--- src/rtl/mem_wb_skid.sv ---
// MEM/WB pipeline register with a valid/ready handshake, a one-entry skid buffer
// and a synchronous flush. ready_o is registered, so no combinational path exists from ready_i.
module mem_wb_skid #(
  parameter int WB_W   = 2,
  parameter int DATA_W = 32,
  parameter int ADDR_W = 5
) (
  input  logic              clk_i,
  input  logic              rst_i,
  input  logic              flush_i,
  input  logic              valid_i,
  output logic              ready_o,
  input  logic [WB_W-1:0]   WB_i,
  input  logic [DATA_W-1:0] data1_i,
  input  logic [DATA_W-1:0] data2_i,
  input  logic [ADDR_W-1:0] RDaddr_i,
  output logic              valid_o,
  input  logic              ready_i,
  output logic [WB_W-1:0]   WB_o,
  output logic [DATA_W-1:0] data1_o,
  output logic [DATA_W-1:0] data2_o,
  output logic [ADDR_W-1:0] RDaddr_o,
  output logic [1:0]        occ_o
);

  localparam int ENTRY_W = WB_W + 2*DATA_W + ADDR_W;

  typedef enum logic [1:0] {
    EMPTY = 2'd0,
    BUSY  = 2'd1,
    FULL  = 2'd2
  } state_t;

  state_t              state;
  logic                valid_q;
  logic                ready_q;
  logic [ENTRY_W-1:0]  main_q;
  logic [ENTRY_W-1:0]  skid_q;
  logic [ENTRY_W-1:0]  in_entry;
  logic                in_fire;
  logic                out_fire;

  assign in_entry = {WB_i, data1_i, data2_i, RDaddr_i};
  assign in_fire  = valid_i & ready_q;
  assign out_fire = valid_q & ready_i;

  // Flush only clears the handshake state; the payload may stay stale because
  // WB_o is masked by valid_o.
  always_ff @(posedge clk_i or posedge rst_i) begin
    if (rst_i) begin
      state   <= EMPTY;
      valid_q <= 1'b0;
      ready_q <= 1'b1;
      main_q  <= '0;
      skid_q  <= '0;
    end else if (flush_i) begin
      state   <= EMPTY;
      valid_q <= 1'b0;
      ready_q <= 1'b1;
    end else begin
      case (state)
        EMPTY: begin
          if (in_fire) begin
            main_q  <= in_entry;
            state   <= BUSY;
            valid_q <= 1'b1;
          end
        end
        BUSY: begin
          if (in_fire && out_fire) begin
            main_q <= in_entry;
          end else if (in_fire) begin
            skid_q  <= in_entry;
            state   <= FULL;
            ready_q <= 1'b0;
          end else if (out_fire) begin
            state   <= EMPTY;
            valid_q <= 1'b0;
          end
        end
        FULL: begin
          if (out_fire) begin
            main_q  <= skid_q;
            state   <= BUSY;
            ready_q <= 1'b1;
          end
        end
        default: begin
          state   <= EMPTY;
          valid_q <= 1'b0;
          ready_q <= 1'b1;
        end
      endcase
    end
  end

  assign ready_o  = ready_q;
  assign valid_o  = valid_q;
  assign occ_o    = state;
  assign WB_o     = main_q[ENTRY_W-1 -: WB_W] & {WB_W{valid_q}};
  assign data1_o  = main_q[2*DATA_W+ADDR_W-1 -: DATA_W];
  assign data2_o  = main_q[DATA_W+ADDR_W-1 -: DATA_W];
  assign RDaddr_o = main_q[ADDR_W-1:0];

endmodule

--- config.mk ---
export PLATFORM = sky130hd
export DESIGN_NAME = mem_wb_skid
export DESIGN_NICKNAME = d
export VERILOG_FILES = /design/src/rtl/mem_wb_skid.sv
export SDC_FILE = /design/constraint.sdc
export NUM_CORES = 1
export LEC_CHECK = 0
export ABC_AREA = 1
export BUFFER_PORTS_ARGS = -buffer_cell sky130_fd_sc_hd__buf_4
export CORE_ASPECT_RATIO = 1.75
export CORE_UTILIZATION = 40
export DETAILED_ROUTE_END_ITERATION = 10
export PLACE_DENSITY = 0.59
export SLEW_MARGIN = 5
export SYNTH_ARGS = -nofsm -noshare
export SYNTH_HDL_FRONTEND = slang
export SYNTH_SLANG_ARGS = --single-unit
--- constraint.sdc ---
create_clock -name clk_i -period 6 [get_ports clk_i]
set_input_delay 0.3 -clock clk_i [delete_from_list [all_inputs] [get_ports clk_i]]
set_output_delay 0.3 -clock clk_i [all_outputs]
set_load 0.02 [all_outputs]
==> results_dict.tcl <==
set metrics [dict create \
    antenna_left 0 \
    rows 65 \
    hold_viol 0 \
    drtIter0Drc 310 \
    synth_ff_type "dfrtp_1" \
    syn_nets 971 \
    yosysTopAreaCellShare_pct 49.44 \
    clk_latency_ps 420 \
    post_cts_buffers 0 \
    grt_max_degree 144 \
    r2r_setup_slack_ps 3100 \
    clock_skew_ps 12.51 \
    grt_pass1_wl_um 26680 \
    syn_area_per_cell_um2 8.201 \
    r2r_start "occ_o[0]$_DFFE_PP0P_" \
    ys_top_cells_by_count "nand2_1, dfrtp_1, inv_1, nand3_1" \
    rsz0062_at_grt "no" \
    core_area_um2 17970 \
    synthTopCellsByArea "dfrtp_1, nand2_1, buf_4" \
    gp_congestion 0.7510 \
    synth.cell_area_um2 7340 \
    grt_overflow 0 \
    ys_ff_latch 146 \
    fin_crit_sh_pct 48.38 \
    crit_fanout 72 \
    grt_pass1_vias 5332 \
    clk_pin_slew_ps 60 \
    cts_buffers 17 \
    status "finished clean" \
    track_usage_pct 17.81 \
    yosys_warnings 0 \
    syn2layout_area_growth_pct 16.98 \
    final.min_clock_period_ps 2903 \
    crit_slowest_cell "nand2_4" \
    relSlewSlack_pct 33.64 \
    critPathBufInv 2 \
    dr.pass1.iters 4 \
    max_stage_delay_ps 660 \
    cp.required_ps 6300 \
    synth.most_common_cell "nand2_1" \
    tightestPinTransition_ps 995.5 \
    synth_top_area_cell "dfrtp_1" \
    dp.cells 1161 \
    routed_via_density 4.546 \
    finalSetupViolations 0 \
    port_buffers 150 \
    routed_wl_um 15810 \
    cts-resized-gates 0 \
    ios 151 \
    powerDensity_nw_per_um2 505.1 \
    startpoint_type "flop" \
    diodes 0 \
    cts.sinks 146 \
    reg2reg_depth 8 \
    drv_slew 0 \
    fin_setup_tns_ps 0 \
    finalNetCount 1022 \
    synth_cells 895 \
    die_x_um 104.4 \
    synth_cell_types 20 \
    place.detailed.hpwl_um 9763 \
    ys_seq_area_share_pct 49.80 \
    crit_path_end_kind "flop" \
    hold_slack_ps 18.19 \
    ir_drop_uv 183.9 \
    htree_levels 4 \
    synth_edf_count 0 \
    clock_path_buffers 2 \
    crit_chain "inv_2 > nand2_2 > inv_2 > nand2_2 > nand2_4 > nand2_8 > nand2_1 > nand2_1" \
    avgRoutedWirePerCell_um 13.26 \
    antenna_found_initial 0 \
    instances_no_fill 1192 \
    hold_buffers 0 \
    maxCapViolCount 0 \
    hp-class "input pin to async pin" \
    die_h_um 181.2 \
    drc_errors 0 \
    drive_gt1_share_pct 24.74 \
    start_util_pct 40.84 \
    p_leak_nw 4.614 \
    cts-root-buf "clkbuf_16" \
    arrival_ps 3210 \
    crit_family "simple AND/OR/NAND/NOR gates" \
    vias 5419 \
    r2r_end "main_q[9]$_DFFE_PP0P_" \
    critical_path_class "flop to flop" \
    fp.dieArea_um2 18920 \
    ys_async_sr_fraction_pct 100.0 \
    tritoncts "done" \
    fmax_ghz 0.3445 \
]
==> cell usage in the layout (no fill, tap or decap), drive strengths merged <==
| cell type | instances |
|---|---|
| o211ai | 1 |
| a21oi | 41 |
| o21ai | 102 |
| clkinv | 5 |
| dfrtp | 145 |
| bufinv | 5 |
| dfstp | 1 |
| buf | 153 |
| clkbuf | 19 |
| nor2 | 51 |
| nand2 | 274 |
| clkinvlp | 1 |
| nand3 | 77 |
| inv | 83 |
==> report_power, final <==
part	leakage, nW	internal [mW]	switching [mW]
Sequential	1.75	1.44	0.234
Clock	0.314	0.750	0.417
Combinational	2.55	0.598	0.896
==> final cells by class <==
| type | instances | area [µm²] |
|---|---|---|
| clock buffers | 19 | 442.9 |
| clock inverters | 12 | 206.4 |
| fillers | 1784 | 9388 |
| inverters | 82 | 312.8 |
| multi-input cells | 546 | 2527 |
| flip-flops and latches | 146 | 3655 |
| well taps | 234 | 292.8 |
| repair buffers | 153 | 1149 |
==> cells by family after synthesis <==
logic type	synth area share (%)
and+or+nand+nor	22.40
buffers and inverters	15.96
DFF	49.80
AOI/OAI and AO/OA	11.85
==> how the worst max path moves through the flow <==
stage | start | cells past startpoint | end | slack (ps)
floorplan | rst_i | 1 | main_q[0]$_DFFE_PP0P_ | 1780
global route | occ_o[0]$_DFFE_PP0P_ | 8 | main_q[9]$_DFFE_PP0P_ | 2650
global placement | occ_o[0]$_DFFE_PP0P_ | 8 | main_q[42]$_DFFE_PP0P_ | 3060
CTS | occ_o[0]$_DFFE_PP0P_ | 8 | main_q[49]$_DFFE_PP0P_ | 2960
detailed placement | occ_o[0]$_DFFE_PP0P_ | 8 | main_q[49]$_DFFE_PP0P_ | 2950
finish | occ_o[0]$_DFFE_PP0P_ | 8 | main_q[9]$_DFFE_PP0P_ | 3100
==> stage by stage <==
| step | total power [mW] | utilization [%] | instance area (µm²) | setup slack [ps] |
|---|---|---|---|---|
| 2_1_floorplan | 2.946 | - | 7340 | 1779 |
| 3_3_place_gp | 3.179 | 44.16 | 7936 | 3063 |
| 3_5_place_dp | 3.215 | 44.16 | 7936 | 2953 |
| 4_1_cts | 4.401 | 47.77 | 8586 | 2957 |
| 5_1_grt | 4.653 | 47.77 | 8586 | 2652 |
| 6_report | 4.336 | 47.77 | 8586 | 3097 |
==> registers in the layout, indices dropped and copies added (netlist names) <==
signal	cells
valid_o	1
occ_o	2
skid_q	71
main_q	71
ready_o	1
==> per-layer routing <==
layer | global-route usage [%] | vias up | part of all wire (%)
met3 | 4.004 | 14 | 4.3
met2 | 30.97 | 117 | 51
li1 | - | 2839 | -
met1 | 21.44 | 2449 | 43
met5 | 0 | - | 0
met4 | 6.229 | 0 | 1.5
Power figures use the tool's default switching activity.
